===== config.mk =====
export PLATFORM = sky130hd
export DESIGN_NAME = data_mem_ctrl
export DESIGN_NICKNAME = d
export VERILOG_FILES = /design/src/rtl/data_mem_ctrl.sv
export SDC_FILE = /design/constraint.sdc
export NUM_CORES = 2
export LEC_CHECK = 0
export CORE_ASPECT_RATIO = 2
export CORE_UTILIZATION = 28
export DETAILED_ROUTE_END_ITERATION = 12
export GPL_ROUTABILITY_DRIVEN = 0
export PLACE_DENSITY = 0.43
export SLEW_MARGIN = 20
export SYNTH_ARGS = -nofsm -noshare
export SYNTH_HDL_FRONTEND = slang
export SYNTH_SLANG_ARGS = --single-unit

===== constraint.sdc =====
create_clock -name clk -period 22.7 [get_ports clk]
set_input_delay 4.54 -clock clk [delete_from_list [all_inputs] [get_ports clk]]
set_output_delay 4.54 -clock clk [all_outputs]
set_load 0.1 [all_outputs]

===== src/rtl/data_mem_ctrl.sv =====
// Byte-addressable data memory with a valid/ready request and response interface.
// After reset, a scrub pass zeroes every word before any request is accepted.
`timescale 1ns/1ps

module data_mem_ctrl #(
  parameter  int DATA_W = 32,
  parameter  int DEPTH  = 128,
  localparam int NB     = DATA_W / 8,
  localparam int LOG_NB = $clog2(NB),
  localparam int IDX_W  = $clog2(DEPTH),
  localparam int ADDR_W = IDX_W + LOG_NB
) (
  input  logic              clk,
  input  logic              reset,
  input  logic              req_valid,
  output logic              req_ready,
  input  logic              req_we,
  input  logic [1:0]        req_size,
  input  logic              req_unsigned,
  input  logic [ADDR_W-1:0] req_addr,
  input  logic [DATA_W-1:0] req_wdata,
  output logic              rsp_valid,
  input  logic              rsp_ready,
  output logic [DATA_W-1:0] rsp_rdata,
  output logic              rsp_err,
  output logic              busy
);

  typedef enum logic {
    SCRUB = 1'b0,
    RUN   = 1'b1
  } state_t;

  state_t            state_q, state_d;
  logic [IDX_W-1:0]  scrub_cnt, scrub_d;

  logic [DATA_W-1:0] mem [DEPTH];

  logic              accept;
  logic              legal;
  logic [3:0]        size_bytes;
  logic [IDX_W-1:0]  word_idx;
  int                lane_off;
  int                nbytes;
  logic [NB-1:0]     lane_en;
  logic [DATA_W-1:0] wdata_lanes;
  logic [DATA_W-1:0] rd_shift;
  logic              sign_bit;
  logic              fill;
  logic [DATA_W-1:0] load_data;

  // ---------------------------------------------------------------------------
  // Control FSM: SCRUB walks every word once, then RUN serves requests.
  // ---------------------------------------------------------------------------
  always_ff @(posedge clk or negedge reset) begin
    if (!reset) begin
      state_q   <= SCRUB;
      scrub_cnt <= '0;
    end else begin
      // NOTE: clocked state uses non-blocking assignments so every register
      // samples the pre-edge values, independent of statement order.
      state_q   <= state_d;
      scrub_cnt <= scrub_d;
    end
  end

  always_comb begin
    // NOTE: every output of this block gets a default first, so no path can
    // leave one unassigned and infer a latch.
    state_d   = state_q;
    scrub_d   = scrub_cnt;
    busy      = 1'b0;
    req_ready = 1'b0;
    unique case (state_q)
      SCRUB: begin
        busy    = 1'b1;
        scrub_d = scrub_cnt + 1'b1;
        if (scrub_cnt == IDX_W'(DEPTH - 1)) begin
          state_d = RUN;
        end
      end
      RUN: begin
        req_ready = !rsp_valid || rsp_ready;
      end
      default: state_d = SCRUB;
    endcase
  end

  assign accept = req_valid && req_ready;

  // ---------------------------------------------------------------------------
  // Request decode: legality, lane selection and load formatting.
  // ---------------------------------------------------------------------------
  assign size_bytes = 4'd1 << req_size;
  assign legal      = (int'(size_bytes) <= NB) &&
                      ((req_addr & ADDR_W'(size_bytes - 4'd1)) == '0);
  assign word_idx   = req_addr[ADDR_W-1:LOG_NB];

  always_comb begin
    lane_off    = int'(req_addr & ADDR_W'(NB - 1));
    nbytes      = int'(size_bytes);
    wdata_lanes = req_wdata << (8 * lane_off);
    rd_shift    = mem[word_idx] >> (8 * lane_off);
    sign_bit    = 1'b0;
    lane_en     = '0;
    load_data   = '0;
    for (int i = 0; i < NB; i++) begin
      lane_en[i] = legal && (i >= lane_off) && (i < lane_off + nbytes);
      if (i == nbytes - 1) begin
        sign_bit = rd_shift[8*i+7];
      end
    end
    fill = !req_unsigned && sign_bit;
    // Lanes past the access size are the extension; a full-word access has none.
    for (int i = 0; i < NB; i++) begin
      load_data[8*i +: 8] = (i < nbytes) ? rd_shift[8*i +: 8] : {8{fill}};
    end
  end

  // ---------------------------------------------------------------------------
  // Storage. Reads are combinational, so a store lands before the next load.
  // ---------------------------------------------------------------------------
  // NOTE: the array has no reset; clearing it is the scrub's job, which keeps
  // it mappable onto plain RAM.
  always_ff @(posedge clk) begin
    if (state_q == SCRUB) begin
      mem[scrub_cnt] <= '0;
    end else if (accept && req_we) begin
      for (int i = 0; i < NB; i++) begin
        if (lane_en[i]) begin
          mem[word_idx][8*i +: 8] <= wdata_lanes[8*i +: 8];
        end
      end
    end
  end

  // ---------------------------------------------------------------------------
  // Response register: one entry, held until the consumer takes it.
  // ---------------------------------------------------------------------------
  always_ff @(posedge clk or negedge reset) begin
    if (!reset) begin
      rsp_valid <= 1'b0;
      rsp_rdata <= '0;
      rsp_err   <= 1'b0;
    end else if (accept) begin
      rsp_valid <= 1'b1;
      rsp_err   <= !legal;
      rsp_rdata <= (legal && !req_we) ? load_data : '0;
    end else if (rsp_ready) begin
      rsp_valid <= 1'b0;
    end
  end

endmodule


* Word-level counts from Yosys, hierarchy flattened
Memories as Yosys holds them, arrays and structs flattened.
Cells that the tools add are included.
** Cells by class
- Shift-type cells :: 3
- Reduce and logical (&&, ||, !) cells :: 22
- Order comparisons :: 13
- Multiplexer cells :: 34
- $mul :: 0
- Bitwise gates (word level) :: 1
- Equal/unequal tests :: 4
- Divide/modulo/power cells :: 0
- $add $sub $neg :: 4
** Operators by type and width (count)
- 32-bit 2-to-1 mux :: 2
- 32-bit zero test :: 1
- 1-bit by 32-bit < comparator with 1-bit output, first input constant :: 1
- 2-bit by 32-bit < comparator with 1-bit output, first input constant :: 1
- 3-bit by 32-bit < comparator with 1-bit output, first input constant :: 1
- 8-bit 2-to-1 mux :: 4
- 32-bit OR reduction :: 1
- 32-bit by 5-bit << shifter with 32-bit output :: 1
- 32-bit by 5-bit >> shifter with 32-bit output :: 1
- 1-bit 2-to-1 mux :: 26
- 1-bit logical AND :: 13
- 3-bit by 5-bit == test with 1-bit output, first input constant :: 2
- 4-bit by 1-bit subtractor with 5-bit output, second input constant :: 2
- 9-bit bitwise AND :: 1
- 9-bit zero test :: 1
- 1-bit by 4-bit < comparator with 1-bit output, first input constant :: 2
- 2-bit by 4-bit < comparator with 1-bit output, first input constant :: 2
- 7-bit by 1-bit adder with 7-bit output, second input constant :: 1
- 7-bit == test, second input constant :: 1
- 7-bit 2-to-1 mux :: 1
- 2-bit by 4-bit adder with 5-bit output :: 1
- 2-bit by 5-bit == test with 1-bit output, first input constant :: 1
- 2-bit by 5-bit < comparator with 1-bit output, first input constant :: 1
- 1-bit by 2-bit >= comparator with 1-bit output, first input constant :: 2
- other kinds (7) :: 11
** Word-level totals
- Latch bits :: 0
- Output and inout bits :: 36
- ROM bits :: 0
- Word-level logic and storage cells :: 87
- Register bits :: 42
- Bits of input ports :: 49
- Memory bits (writable) :: 4096
- Memories kept :: 1
** Memories
- mem :: depth 128, width 32, read ports 1, clocked after memory_dff 0, write ports 1, line 37 : logic [DATA_W-1:0] mem [DEPTH];

* Logic depth before layout (Yosys ltp)
- Depth after elaboration :: 13
- Depth in mapped cells :: 18
- Mapped depth without buffers :: 13

* Least setup slack after synthesis
OpenSTA, ideal clock, no wires.
- Kind :: input -> register
- From :: in req_addr[1]
- To :: mem mem[0][29], data pin
- Slack :: 9.641 ns
- Library setup time :: 1.228 ns
- Path buffers :: 5
- Cell stages on the path :: 12
- Data required time :: 21.472 ns
- Arrival :: 11.831 ns
- Cells stage by stage :: buf_6 -> clkbuf_1 -> buf_1 -> xnor2_1 -> ha_1 -> nand2b_1 -> o21ai_0 -> o21ai_0 -> a21o_1 -> clkbuf_1 -> buf_1 -> a211oi_1
** On the way
- Longest elaborated chain between the ends :: 11
- Elaborated cells between the ends (all ways) :: 39
- Classes of those cells :: 1 x add/sub; 8 x order compare; 1 x shift; 17 x mux; 1 x bitwise; 11 x reduce/logical
** Ends and longest elaborated chain
- start: declaration :: line 20 : input logic [ADDR_W-1:0] req_addr,
- parallel branches: the longest is 10 deep, another holds 1-bit by 32-bit < comparator with 1-bit output
- 32-bit 2-to-1 mux (no line) (*)
- end: declaration :: line 37
Every way passes the cells marked *.

* Worst setup path after layout
- From :: in rsp_ready
- To :: out req_ready
** On the way
- Longest elaborated chain between the ends :: 2
** Ends and longest elaborated chain
- start: declaration :: line 23 : input logic rsp_ready,
- 1-bit logical OR :: line 83 : req_ready = !rsp_valid || rsp_ready;
- 1-bit 2-to-1 mux :: line 74 : unique case (state_q)
- end: declaration :: line 16 : output logic req_ready,
No other way between the ends.

==> reports/results.tsv <==
metric	value	unit
drtAntennaViolNets	0	
syn-instance-count	8149	
path_max_fanout	3	
grt_max_degree	110	
portBuffers	84	
async_reset_ff_frac	0.0101	
grt_first_pass_wirelength	789	mm
max_cap_violations	0	
critPathBufInv	2	
path_class	in2out	
end_kind	primary output	
start_kind	input port	
antenna_found_initial	32	
hpwlAfterDp	391	mm
clock-sinks	4138	
worstPathArrival	6400	ps
area_growth	15.3	%
fin_skew	95.7	ps
post_cts_buffers	0	
synth_warnings	0	
outcome	complete, no violations	
rows	397	
clock_path_buffers	4	
ir_worst_vdd	0.0694	mV
fp.dieW	543	µm
firstDrtPassIters	5	
finalPower	0.0153	W
swShare	0.217	
fmax	91.4	MHz
ios	85	
ys.flop_type	edfxtp_1	
routed_wirelength	583	mm
slew_viol_final	0	
p_leak	49.3	nW
clock_latency	1020	ps
p_comb_frac	0.036	
grt.overflow.total	0	
root_buffer	clkbuf_16	
cts_hold_buf	0	
num-nets-final	8695	
path_cells	clkdlybuf4s50_1 > nand2b_1 > and2_1 > clkdlybuf4s50_1	
synth_edf_count	4096	
slowest_stage	clkdlybuf4s50_1	
cpPeakStageDelay	1130	ps
route.detailed.drc	0	
cp.required	18160	ps
switching_power	0.00332	W
die_h	1.08	mm
power_density	80.7	nW/µm²
pwr-share-seq	0.541	
setup-violations-final	0	
syn_nets	8202	
seq_area_frac_synth	0.756	
cts_max_level	5	
via_per_inst	5.09	
critPathTopFamily	buffers and inverters	
grt_pass1_vias	89800	
grt_usage	0.195	
vias	85300	
ys_ff_latch	4138	
numCtsBuffers	361	
cts_tree	done	
drive_above_1_share	0.243	
cts.repair.resized	0	
p_clk_frac	0.424	
relSlewSlack	0.0556	
multi_input_comb_area	37600	µm²
hold_viol_final	0	
routedWlPerCell	34.8	µm
min_path_type	reg2reg	
power.internal	0.0120	W
post_synth_num_cell_types	84	
regArea	124000	µm²
layout_min_cycle_time	10940	ps
core-area	584000	µm²
initial_core_util	0.281	
syn_avg_cell_area	20.1	µm²
worst_pin_slew	1410	ps
die-area	589000	µm²
timing.final.crit_share	0.482	
final.fill_count	55700	
crit_top_cell	clkdlybuf4s50_1	
tns	0	ps
path_clk_slew	60	ps
grt_setup_unrepaired	false	
syn_area	164000	µm²
drtIter0Drc	7583	
==> power by group through the flow <==
stage          clock network [W]  registers, W  logic (W)
3_3_place_gp                   0       0.00843   0.000553
6_report                 0.00647       0.00826   0.000548
3_5_place_dp                   0       0.00843   0.000556
5_1_grt                  0.00682       0.00825   0.000559
4_1_cts                  0.00660       0.00826   0.000557
2_1_floorplan                  0       0.00843   0.000297
==> area by class of cell <==
class                   instances  area share
flip-flops and latches       4138       0.656
multi-input cells            3427       0.199
well taps                    7780      0.0514
clock buffers                 435      0.0501
repair buffers                701      0.0300
clock inverters               224      0.0134
diodes                         37    0.000489
inverters                      13    0.000364
==> synth_stat cells, drive strengths merged, types with 42 or more instances <==
cell type     n  area [µm²]
a22oi        67         508
edfxtp     4096      123000
a211oi       77         578
nor3        481        2410
a221oi      165        1450
mux4        805       18200
a21oi       110         551
dfrtp        42        1050
o22ai        49         307
nand2b       48         300
a221o        53         531
buf         293        2420
o31ai        46         350
nor2        235         885
mux2i       620        6210
nand2       159         597
clkbuf      278        1050
nand3        49         245
o21ai       122         611
==> cell usage in the layout (no fill, tap or decap), types with 32 or more instances in the layout <==
master / count
clkbuf_16: 368
nor2_1: 209
a221o_1: 53
nand3_1: 49
bufinv_16: 48
a21oi_1: 105
mux2_2: 32
clkbuf_1: 65
nor3_1: 403
clkdlybuf4s50_1: 67
o31ai_1: 42
mux2i_1: 613
nand2b_1: 47
a211oi_1: 56
o221ai_1: 32
o22ai_1: 49
edfxtp_1: 4096
diode_2: 37
nand2_1: 145
clkinv_2: 61
o21ai_0: 109
dfrtp_1: 42
nor3_2: 73
a221oi_1: 165
buf_4: 599
mux4_2: 775
a22oi_1: 66
clkinv_1: 70
==> metal layers <==
layer  vias up  GRT usage  share of wire
met2      2570      0.375           0.56
met4         6      0.115          0.067
met5         -          0       0.000072
met3       850     0.0213          0.040
met1     46800      0.201           0.34
li1      35100          -              -
==> stage by stage <==
step	instance area [µm²]	setup slack [ps]	std cells	hold WS, ps	utilization
2_1_floorplan	164000	9640	8149	506	-
3_3_place_gp	177000	10640	16000	522	0.303
3_5_place_dp	177000	11320	16100	511	0.303
4_1_cts	189000	11750	16700	532	0.324
5_1_grt	189000	11720	16700	568	0.324
6_report	189000	11760	16800	529	0.324
==> path summary, 6_finish.rpt <==
check                          start       endpoint  slack (ps)  cells after the start
min in group asynchronous      reset   rsp_rdata[0]        3670                      2
max in group asynchronous      reset  rsp_rdata[30]       18490                      2
hold / removal             rsp_valid      rsp_valid         530                      2
setup / recovery           rsp_ready      req_ready       11760                      4
hold reg to reg            rsp_valid      rsp_valid         530                      2
setup reg to reg             state_q    mem[31][27]       17040                      9
==> flip-flops by register name, indices dropped and copies added (netlist names) <==
signal	flops
rsp_err	1
scrub_cnt	7
mem	4096
rsp_valid	1
rsp_rdata	32
state_q	1
==> logic make-up after synthesis <==
logic type / Yosys count / synth area share
flip-flops: 4138 / 0.756
buffers and inverters: 584 / 0.0215
XOR/XNOR: 8 / 0.000427
adder cells (fa/ha/maj): 4 / 0.000305
AND/OR/NAND/NOR: 1101 / 0.0322
AO/OA/AOI/OAI: 857 / 0.0383
multiplexers: 1457 / 0.151
==> worst reg2reg max path: cells and delay by family (launching register included) <==
kind / cells / cell delay [ps]
AOI/OAI and AO/OA: 2 / 980
buffers and inverters: 1 / 280
DFF: 1 / 330
and+or+nand+nor: 6 / 3600
No activity file was read; power rests on OpenSTA's default activity.
